==> src/rtl/axi4_lite_regfile_if.sv <==
// AXI4-Lite bus bundle between an interconnect master and the register file slave.
//
// Handshake rule for every channel (AW, W, B, AR, R): a transfer happens on a
// rising clock edge where VALID and READY are both 1. The source holds VALID and
// its payload stable until that edge; it never waits for READY before raising VALID.
interface axi4_lite_regfile_if #(
  parameter int DATA_W = 32,
  parameter int ADDR_W = 8
);
  logic [ADDR_W-1:0]   S_AXI_AWADDR;
  logic [2:0]          S_AXI_AWPROT;
  logic                S_AXI_AWVALID;
  logic                S_AXI_AWREADY;
  logic [DATA_W-1:0]   S_AXI_WDATA;
  logic [DATA_W/8-1:0] S_AXI_WSTRB;
  logic                S_AXI_WVALID;
  logic                S_AXI_WREADY;
  logic [1:0]          S_AXI_BRESP;
  logic                S_AXI_BVALID;
  logic                S_AXI_BREADY;
  logic [ADDR_W-1:0]   S_AXI_ARADDR;
  logic [2:0]          S_AXI_ARPROT;
  logic                S_AXI_ARVALID;
  logic                S_AXI_ARREADY;
  logic [DATA_W-1:0]   S_AXI_RDATA;
  logic [1:0]          S_AXI_RRESP;
  logic                S_AXI_RVALID;
  logic                S_AXI_RREADY;

  modport slave (
    input  S_AXI_AWADDR, S_AXI_AWPROT, S_AXI_AWVALID,
    output S_AXI_AWREADY,
    input  S_AXI_WDATA, S_AXI_WSTRB, S_AXI_WVALID,
    output S_AXI_WREADY,
    output S_AXI_BRESP, S_AXI_BVALID,
    input  S_AXI_BREADY,
    input  S_AXI_ARADDR, S_AXI_ARPROT, S_AXI_ARVALID,
    output S_AXI_ARREADY,
    output S_AXI_RDATA, S_AXI_RRESP, S_AXI_RVALID,
    input  S_AXI_RREADY
  );

  modport master (
    output S_AXI_AWADDR, S_AXI_AWPROT, S_AXI_AWVALID,
    input  S_AXI_AWREADY,
    output S_AXI_WDATA, S_AXI_WSTRB, S_AXI_WVALID,
    input  S_AXI_WREADY,
    input  S_AXI_BRESP, S_AXI_BVALID,
    output S_AXI_BREADY,
    output S_AXI_ARADDR, S_AXI_ARPROT, S_AXI_ARVALID,
    input  S_AXI_ARREADY,
    input  S_AXI_RDATA, S_AXI_RRESP, S_AXI_RVALID,
    output S_AXI_RREADY
  );
endinterface

==> src/rtl/axi4_lite_regfile.sv <==
// Parametrised AXI4-Lite slave register file. The low NUM_RW registers are
// read/write and exported to core logic; the top C_NUM_RO registers mirror
// status inputs and are read-only. AW and W each have a one-entry holding
// register so they can arrive in either order; one B response may be outstanding.
module axi4_lite_regfile #(
  parameter int C_S_AXI_DATA_WIDTH = 32,
  parameter int C_S_AXI_ADDR_WIDTH = 8,
  parameter int C_NUM_REGS         = 16,
  parameter int C_NUM_RO           = 4
) (
  input  logic                                                S_AXI_ACLK,
  input  logic                                                S_AXI_ARESET,
  axi4_lite_regfile_if.slave                                  s_axi,
  input  logic [C_NUM_RO*C_S_AXI_DATA_WIDTH-1:0]              ro_status_i,
  output logic [(C_NUM_REGS-C_NUM_RO)*C_S_AXI_DATA_WIDTH-1:0] rw_regs_o,
  output logic [C_NUM_REGS-C_NUM_RO-1:0]                      wr_pulse_o
);

  localparam int DW     = C_S_AXI_DATA_WIDTH;
  localparam int AW     = C_S_AXI_ADDR_WIDTH;
  localparam int STRB_W = DW / 8;
  localparam int LSB    = $clog2(STRB_W);
  localparam int IDX_W  = AW - LSB;
  localparam int NUM_RW = C_NUM_REGS - C_NUM_RO;

  localparam logic [1:0] RESP_OKAY   = 2'b00;
  localparam logic [1:0] RESP_SLVERR = 2'b10;
  localparam logic [1:0] RESP_DECERR = 2'b11;

  // Write-side state
  logic              aw_full_q, aw_full_d;
  logic [AW-1:0]     aw_addr_q, aw_addr_d;
  logic              w_full_q, w_full_d;
  logic [DW-1:0]     w_data_q, w_data_d;
  logic [STRB_W-1:0] w_strb_q, w_strb_d;
  logic              bvalid_q, bvalid_d;
  logic [1:0]        bresp_q, bresp_d;
  logic [NUM_RW-1:0] wr_pulse_q, wr_pulse_d;
  logic [DW-1:0]     regs_q [NUM_RW];
  logic [DW-1:0]     regs_d [NUM_RW];

  // Read-side state
  logic              rvalid_q, rvalid_d;
  logic [DW-1:0]     rdata_q, rdata_d;
  logic [1:0]        rresp_q, rresp_d;

  logic              aw_hs, w_hs, ar_hs, commit;
  logic [IDX_W-1:0]  widx, ridx;

  // Address protection bits and sub-lane address bits carry no meaning here.
  logic unused_bits;
  assign unused_bits = ^{s_axi.S_AXI_AWPROT, s_axi.S_AXI_ARPROT,
                         aw_addr_q[LSB-1:0], s_axi.S_AXI_ARADDR[LSB-1:0]};

  assign aw_hs  = s_axi.S_AXI_AWVALID && !aw_full_q;
  assign w_hs   = s_axi.S_AXI_WVALID && !w_full_q;
  assign ar_hs  = s_axi.S_AXI_ARVALID && !rvalid_q;
  // A held AW/W pair only commits once the previous B has been taken.
  assign commit = aw_full_q && w_full_q && !bvalid_q;
  assign widx   = aw_addr_q[AW-1:LSB];
  assign ridx   = s_axi.S_AXI_ARADDR[AW-1:LSB];

  // Write path: capture AW/W, decode and commit the held pair, manage B.
  always_comb begin
    aw_full_d  = aw_full_q;
    aw_addr_d  = aw_addr_q;
    w_full_d   = w_full_q;
    w_data_d   = w_data_q;
    w_strb_d   = w_strb_q;
    bvalid_d   = bvalid_q;
    bresp_d    = bresp_q;
    wr_pulse_d = '0;
    regs_d     = regs_q;
    if (aw_hs) begin
      aw_full_d = 1'b1;
      aw_addr_d = s_axi.S_AXI_AWADDR;
    end
    if (w_hs) begin
      w_full_d = 1'b1;
      w_data_d = s_axi.S_AXI_WDATA;
      w_strb_d = s_axi.S_AXI_WSTRB;
    end
    if (bvalid_q && s_axi.S_AXI_BREADY) begin
      bvalid_d = 1'b0;
    end
    if (commit) begin
      aw_full_d = 1'b0;
      w_full_d  = 1'b0;
      bvalid_d  = 1'b1;
      if (int'(widx) >= C_NUM_REGS) begin
        bresp_d = RESP_DECERR;
      end else if (int'(widx) >= NUM_RW) begin
        bresp_d = RESP_SLVERR;
      end else begin
        // An all-zero strobe still counts as a write: OKAY and a pulse.
        bresp_d = RESP_OKAY;
        for (int i = 0; i < NUM_RW; i++) begin
          if (int'(widx) == i) begin
            wr_pulse_d[i] = 1'b1;
            for (int b = 0; b < STRB_W; b++) begin
              if (w_strb_q[b]) begin
                regs_d[i][b*8 +: 8] = w_data_q[b*8 +: 8];
              end
            end
          end
        end
      end
    end
  end

  // Read path: decode the AR address and hold the response until RREADY.
  always_comb begin
    rvalid_d = rvalid_q;
    rdata_d  = rdata_q;
    rresp_d  = rresp_q;
    if (rvalid_q && s_axi.S_AXI_RREADY) begin
      rvalid_d = 1'b0;
    end
    if (ar_hs) begin
      // regs_q is the pre-commit value, so a same-edge write is not visible.
      rvalid_d = 1'b1;
      rdata_d  = '0;
      rresp_d  = RESP_DECERR;
      if (int'(ridx) < NUM_RW) begin
        rresp_d = RESP_OKAY;
        for (int i = 0; i < NUM_RW; i++) begin
          if (int'(ridx) == i) rdata_d = regs_q[i];
        end
      end else if (int'(ridx) < C_NUM_REGS) begin
        rresp_d = RESP_OKAY;
        for (int k = 0; k < C_NUM_RO; k++) begin
          if (int'(ridx) == NUM_RW + k) rdata_d = ro_status_i[k*DW +: DW];
        end
      end
    end
  end

  // State registers; reset discards held AW/W and any pending response.
  always_ff @(posedge S_AXI_ACLK) begin
    if (S_AXI_ARESET) begin
      aw_full_q  <= 1'b0;
      aw_addr_q  <= '0;
      w_full_q   <= 1'b0;
      w_data_q   <= '0;
      w_strb_q   <= '0;
      bvalid_q   <= 1'b0;
      bresp_q    <= RESP_OKAY;
      wr_pulse_q <= '0;
      rvalid_q   <= 1'b0;
      rdata_q    <= '0;
      rresp_q    <= RESP_OKAY;
      for (int i = 0; i < NUM_RW; i++) regs_q[i] <= '0;
    end else begin
      aw_full_q  <= aw_full_d;
      aw_addr_q  <= aw_addr_d;
      w_full_q   <= w_full_d;
      w_data_q   <= w_data_d;
      w_strb_q   <= w_strb_d;
      bvalid_q   <= bvalid_d;
      bresp_q    <= bresp_d;
      wr_pulse_q <= wr_pulse_d;
      rvalid_q   <= rvalid_d;
      rdata_q    <= rdata_d;
      rresp_q    <= rresp_d;
      for (int i = 0; i < NUM_RW; i++) regs_q[i] <= regs_d[i];
    end
  end

  assign s_axi.S_AXI_AWREADY = !aw_full_q;
  assign s_axi.S_AXI_WREADY  = !w_full_q;
  assign s_axi.S_AXI_BVALID  = bvalid_q;
  assign s_axi.S_AXI_BRESP   = bresp_q;
  assign s_axi.S_AXI_ARREADY = !rvalid_q;
  assign s_axi.S_AXI_RVALID  = rvalid_q;
  assign s_axi.S_AXI_RDATA   = rdata_q;
  assign s_axi.S_AXI_RRESP   = rresp_q;
  assign wr_pulse_o          = wr_pulse_q;

  for (genvar g = 0; g < NUM_RW; g++) begin : g_rw_out
    assign rw_regs_o[g*DW +: DW] = regs_q[g];
  end

endmodule

==> src/flat_wrapper.sv <==
// flat-port wrapper written by rule: the top's interface ports become plain ports
module axi4_lite_regfile_flat 
#(
  parameter int C_S_AXI_DATA_WIDTH = 32,
  parameter int C_S_AXI_ADDR_WIDTH = 8,
  parameter int C_NUM_REGS         = 16,
  parameter int C_NUM_RO           = 4
)
  (S_AXI_ACLK, S_AXI_ARESET, ro_status_i, rw_regs_o, wr_pulse_o, s_axi_S_AXI_AWADDR, s_axi_S_AXI_AWPROT, s_axi_S_AXI_AWVALID, s_axi_S_AXI_AWREADY, s_axi_S_AXI_WDATA, s_axi_S_AXI_WSTRB, s_axi_S_AXI_WVALID, s_axi_S_AXI_WREADY, s_axi_S_AXI_BRESP, s_axi_S_AXI_BVALID, s_axi_S_AXI_BREADY, s_axi_S_AXI_ARADDR, s_axi_S_AXI_ARPROT, s_axi_S_AXI_ARVALID, s_axi_S_AXI_ARREADY, s_axi_S_AXI_RDATA, s_axi_S_AXI_RRESP, s_axi_S_AXI_RVALID, s_axi_S_AXI_RREADY);
  axi4_lite_regfile_if #(.DATA_W((32)), .ADDR_W((8))) s_axi_i ();
  input  logic S_AXI_ACLK;
  input  logic S_AXI_ARESET;
  input  logic [C_NUM_RO*C_S_AXI_DATA_WIDTH-1:0] ro_status_i;
  output logic [(C_NUM_REGS-C_NUM_RO)*C_S_AXI_DATA_WIDTH-1:0] rw_regs_o;
  output logic [C_NUM_REGS-C_NUM_RO-1:0] wr_pulse_o;
  input wire logic [$bits(s_axi_i.S_AXI_AWADDR)-1:0] s_axi_S_AXI_AWADDR;
  input wire logic [$bits(s_axi_i.S_AXI_AWPROT)-1:0] s_axi_S_AXI_AWPROT;
  input wire logic [$bits(s_axi_i.S_AXI_AWVALID)-1:0] s_axi_S_AXI_AWVALID;
  output wire logic [$bits(s_axi_i.S_AXI_AWREADY)-1:0] s_axi_S_AXI_AWREADY;
  input wire logic [$bits(s_axi_i.S_AXI_WDATA)-1:0] s_axi_S_AXI_WDATA;
  input wire logic [$bits(s_axi_i.S_AXI_WSTRB)-1:0] s_axi_S_AXI_WSTRB;
  input wire logic [$bits(s_axi_i.S_AXI_WVALID)-1:0] s_axi_S_AXI_WVALID;
  output wire logic [$bits(s_axi_i.S_AXI_WREADY)-1:0] s_axi_S_AXI_WREADY;
  output wire logic [$bits(s_axi_i.S_AXI_BRESP)-1:0] s_axi_S_AXI_BRESP;
  output wire logic [$bits(s_axi_i.S_AXI_BVALID)-1:0] s_axi_S_AXI_BVALID;
  input wire logic [$bits(s_axi_i.S_AXI_BREADY)-1:0] s_axi_S_AXI_BREADY;
  input wire logic [$bits(s_axi_i.S_AXI_ARADDR)-1:0] s_axi_S_AXI_ARADDR;
  input wire logic [$bits(s_axi_i.S_AXI_ARPROT)-1:0] s_axi_S_AXI_ARPROT;
  input wire logic [$bits(s_axi_i.S_AXI_ARVALID)-1:0] s_axi_S_AXI_ARVALID;
  output wire logic [$bits(s_axi_i.S_AXI_ARREADY)-1:0] s_axi_S_AXI_ARREADY;
  output wire logic [$bits(s_axi_i.S_AXI_RDATA)-1:0] s_axi_S_AXI_RDATA;
  output wire logic [$bits(s_axi_i.S_AXI_RRESP)-1:0] s_axi_S_AXI_RRESP;
  output wire logic [$bits(s_axi_i.S_AXI_RVALID)-1:0] s_axi_S_AXI_RVALID;
  input wire logic [$bits(s_axi_i.S_AXI_RREADY)-1:0] s_axi_S_AXI_RREADY;
  assign s_axi_i.S_AXI_AWADDR = s_axi_S_AXI_AWADDR;
  assign s_axi_i.S_AXI_AWPROT = s_axi_S_AXI_AWPROT;
  assign s_axi_i.S_AXI_AWVALID = s_axi_S_AXI_AWVALID;
  assign s_axi_S_AXI_AWREADY = s_axi_i.S_AXI_AWREADY;
  assign s_axi_i.S_AXI_WDATA = s_axi_S_AXI_WDATA;
  assign s_axi_i.S_AXI_WSTRB = s_axi_S_AXI_WSTRB;
  assign s_axi_i.S_AXI_WVALID = s_axi_S_AXI_WVALID;
  assign s_axi_S_AXI_WREADY = s_axi_i.S_AXI_WREADY;
  assign s_axi_S_AXI_BRESP = s_axi_i.S_AXI_BRESP;
  assign s_axi_S_AXI_BVALID = s_axi_i.S_AXI_BVALID;
  assign s_axi_i.S_AXI_BREADY = s_axi_S_AXI_BREADY;
  assign s_axi_i.S_AXI_ARADDR = s_axi_S_AXI_ARADDR;
  assign s_axi_i.S_AXI_ARPROT = s_axi_S_AXI_ARPROT;
  assign s_axi_i.S_AXI_ARVALID = s_axi_S_AXI_ARVALID;
  assign s_axi_S_AXI_ARREADY = s_axi_i.S_AXI_ARREADY;
  assign s_axi_S_AXI_RDATA = s_axi_i.S_AXI_RDATA;
  assign s_axi_S_AXI_RRESP = s_axi_i.S_AXI_RRESP;
  assign s_axi_S_AXI_RVALID = s_axi_i.S_AXI_RVALID;
  assign s_axi_i.S_AXI_RREADY = s_axi_S_AXI_RREADY;
  axi4_lite_regfile #(.C_S_AXI_DATA_WIDTH(C_S_AXI_DATA_WIDTH), .C_S_AXI_ADDR_WIDTH(C_S_AXI_ADDR_WIDTH), .C_NUM_REGS(C_NUM_REGS), .C_NUM_RO(C_NUM_RO)) u_core (.S_AXI_ACLK(S_AXI_ACLK), .S_AXI_ARESET(S_AXI_ARESET), .s_axi(s_axi_i), .ro_status_i(ro_status_i), .rw_regs_o(rw_regs_o), .wr_pulse_o(wr_pulse_o));
endmodule
==> config.mk <==
export PLATFORM = sky130hd
export DESIGN_NAME = axi4_lite_regfile_flat
export DESIGN_NICKNAME = d
export VERILOG_FILES = /design/src/rtl/axi4_lite_regfile_if.sv /design/src/rtl/axi4_lite_regfile.sv /design/src/flat_wrapper.sv
export SDC_FILE = /design/constraint.sdc
export NUM_CORES = 1
export LEC_CHECK = 0
export ABC_CLOCK_PERIOD_IN_PS = 3100
export CORE_AREA = 2 2 242 244
export DETAILED_ROUTE_END_ITERATION = 10
export DIE_AREA = 0 0 244 246
export GPL_ROUTABILITY_DRIVEN = 0
export GPL_TIMING_DRIVEN = 1
export MAX_ROUTING_LAYER = met4
export PLACE_DENSITY = 0.66
export SLEW_MARGIN = 5
export SYNTH_ARGS = -nofsm -noshare
export SYNTH_HDL_FRONTEND = slang
export SYNTH_SLANG_ARGS = --single-unit
==> constraint.sdc <==
create_clock -name S_AXI_ACLK -period 3.1 [get_ports S_AXI_ACLK]
set_input_delay 0.62 -clock S_AXI_ACLK [delete_from_list [all_inputs] [get_ports S_AXI_ACLK]]
set_output_delay 0.62 -clock S_AXI_ACLK [all_outputs]
set_load 0.1 [all_outputs]
==> metrics <==
status completed; Setup TNS 0 ns; max-slew violations 0; Worst slew margin 44.6%; total gr overflow 0; fmax 358 MHz; TritonCTS Buffers 52; final core occ 51.3%; Post-Place Setup Slack -0.0101 ns; post-route cell area 0.0295 mm2; vias per inst 5.75; port bufs 619; share of layout cells above drive strength 1 25.6%; DP Cell Count 3555; number of clock sinks 477; Worst Setup Start Kind flip-flop; setup ws final 0.303 ns; drt initial violations 2038; DR top layer met4; vias in the first global route 20100; slowest cell on the critical path nand3_1; clk buf depth 3; Post-Route WL 99.3 mm; post-place instance area 0.0277 mm2; CP Max Fanout 20; initial antenna violation count 2; Worst IR Drop VDD 0.369 mV; crit-path max cell delay 0.54 ns; Crit Path Category flip-flop to flip-flop; register area share after synthesis 44.4%; Multi-input gate area 0.0112 mm2; Final period util 90.2%; commonest non-fill, non-tap cell in the layout buf_4; syn_area_per_cell 9.45 um2; Final min period 2.80 ns; max-cap viol count 0; fin nets 3037; Cell Area, Synth 0.0215 mm2; CP Data Arrival Time 3.26 ns; number of synthesized flops with an enable pin 0; CTS root buf clkbuf_16; clk_lat worst skew 0.61 ns; first-pass GRT wire length 139 mm; synthesized flop and latch total 477; Post-Syn Nets 2469; Top Ports 630; pin count of the biggest net entering global routing 131; Initial Util 37.5%; Final Skew 0.0241 ns; dpl hpwl 76.2 mm; metal3 WL 8.64 mm; die extent in y 246 um; ANT nets after route 0; fin cells 3653; M1 WL 36.0 mm; Pleak 0.0139 uW; Worst-path clk slew 0.06 ns; Pre-antenna DRT Iters 6; CTS H-tree depth 2; dominant register cell in the synthesized netlist dfxtp_1; RSZ-0062 raised after global routing no; Chip Width 244 um; WL/cell 27.2 um; GRT Util Overall 32.3%; cell breakdown of the critical path nand3b_1, nor4_2, buf_4, nand3_1, mux2i_1, nor2_1; hold buffers post-CTS 0; most frequent cells in the layout buf_4, dfxtp_1, nor2_1; Hold Violations, Final 0; final setup violation count 0; post-synth cell types 67; FILL cells 5236; Mapped Cells 2276; Reg area 0.00955 mm2; Remaining DRCs 0; via count 21000; row count 88; critical path capture point type flip-flop; Detail Route met2 WL 49.5 mm; # Post-CTS Setup Buffers 0; FFs w/ async S/R, synth 0%; Syn. warnings 0; CTS tree built; CORE AREA 0.0574 mm2; post-CTS sizing 0; WP data required 3.57 ns; P&R area growth vs syn 36.9%; Die ar. 0.0600 mm2; class of the worst hold path flip-flop to flip-flop; Worst-Margin Slew 0.830 ns; P per Cell Area 482 mW/mm2
layer usage:
layer / up-vias / track usage [%]
met5: - / -
met4: 0 / 14.3
met3: 264 / 7.27
met2: 1181 / 55.5
met1: 10300 / 36.0
li1: 9276 / -
synth_stat cells, types with 3 or more instances:
| cell type | count | area (um2) |
|---|---|---|
| buf_6 | 3 | 33.8 |
| mux2i_1 | 353 | 3530 |
| inv_1 | 13 | 48.8 |
| nand3_2 | 16 | 160 |
| a21oi_1 | 157 | 786 |
| buf_1 | 5 | 18.8 |
| a221oi_1 | 6 | 52.6 |
| nor4_1 | 3 | 18.8 |
| nor4b_2 | 3 | 45.0 |
| a31oi_1 | 3 | 18.8 |
| o211ai_1 | 3 | 22.5 |
| o2111ai_1 | 4 | 35.0 |
| nand3_1 | 90 | 450 |
| a2bb2oi_1 | 5 | 43.8 |
| nor3_1 | 24 | 120 |
| a211oi_1 | 28 | 210 |
| nor2_1 | 385 | 1450 |
| dfxtp_1 | 477 | 9550 |
| o21ai_0 | 30 | 150 |
| mux2_2 | 19 | 214 |
| a22oi_1 | 22 | 165 |
| o31a_1 | 11 | 96.3 |
| or3_1 | 7 | 43.8 |
| nor2b_1 | 11 | 68.8 |
| a311oi_1 | 5 | 43.8 |
| o22ai_1 | 18 | 113 |
| o32ai_1 | 3 | 26.3 |
| o221ai_1 | 21 | 184 |
| a221o_1 | 5 | 50.1 |
| a222oi_1 | 3 | 30.0 |
| nand2b_1 | 12 | 75.1 |
| a211o_1 | 7 | 61.3 |
| o2bb2ai_1 | 12 | 105 |
| buf_4 | 7 | 52.6 |
| and2_1 | 10 | 62.6 |
| mux4_2 | 67 | 1510 |
| clkbuf_1 | 145 | 544 |
| nand2_1 | 200 | 751 |
| a21o_1 | 3 | 22.5 |
| buf_2 | 36 | 180 |
| o21ai_1 | 7 | 35.0 |
path summary, 6_finish.rpt:
path	cells after the start	endpoint	start	slack, ns
worst max-delay path	6	u_core.rw_regs_o[106]	u_core.aw_full_q	0.30
worst min-delay path	2	u_core.s_axi.S_AXI_BRESP[1]	u_core.s_axi.S_AXI_BRESP[1]	0.47
worst max register to register	6	u_core.rw_regs_o[106]	u_core.aw_full_q	0.30
worst min register to register	2	u_core.s_axi.S_AXI_BRESP[1]	u_core.s_axi.S_AXI_BRESP[1]	0.47
final cells by class:
class	instances	share of cell area, %
tap	765	3.25
inverter	13	0.166
multi-input combinational	1589	37.9
timing repair buffer	711	20.3
clock buffer	75	5.23
antenna	2	0.0170
sequential	477	32.4
clock inverter	21	0.794
power breakdown:
part / leakage [uW] / internal (uW) / switching (uW)
Clock: 0.000868 / 3790 / 2660
Combinational: 0.00914 / 531 / 831
Sequential: 0.00385 / 6190 / 191
Total: 0.0139 / 10500 / 3680
cell families after synthesis:
logic type | Yosys count | synth area share [%]
buf+inv | 210 | 4.11
simple gates | 780 | 15.8
compound gates | 370 | 11.2
flops | 477 | 44.4
mux | 439 | 24.4
worst max-delay path: cells and delay by family, from the launching register on:
kind          cells  cell delay, ns
flops             1            0.40
mux               1            0.38
simple gates      4            1.53
buf+inv           1            0.34
through the flow:
step | power [uW] | hold WS [ns]
CTS | 14200 | 0.430
global route | 14600 | 0.475
floorplan | 7190 | 0.452
finish | 14200 | 0.469
global placement | 7840 | 0.452
detailed placement | 7860 | 0.454
flip-flops by register name (all words and copies together) (netlist names), 2 cells and up:
signal and count:
u_core.aw_addr_q 6, u_core.rw_regs_o 384, u_core.s_axi.S_AXI_BRESP 2, u_core.s_axi.S_AXI_RDATA 32, u_core.w_data_q 32, u_core.w_strb_q 4, u_core.wr_pulse_o 12
No activity file was read; power rests on OpenSTA's default activity.
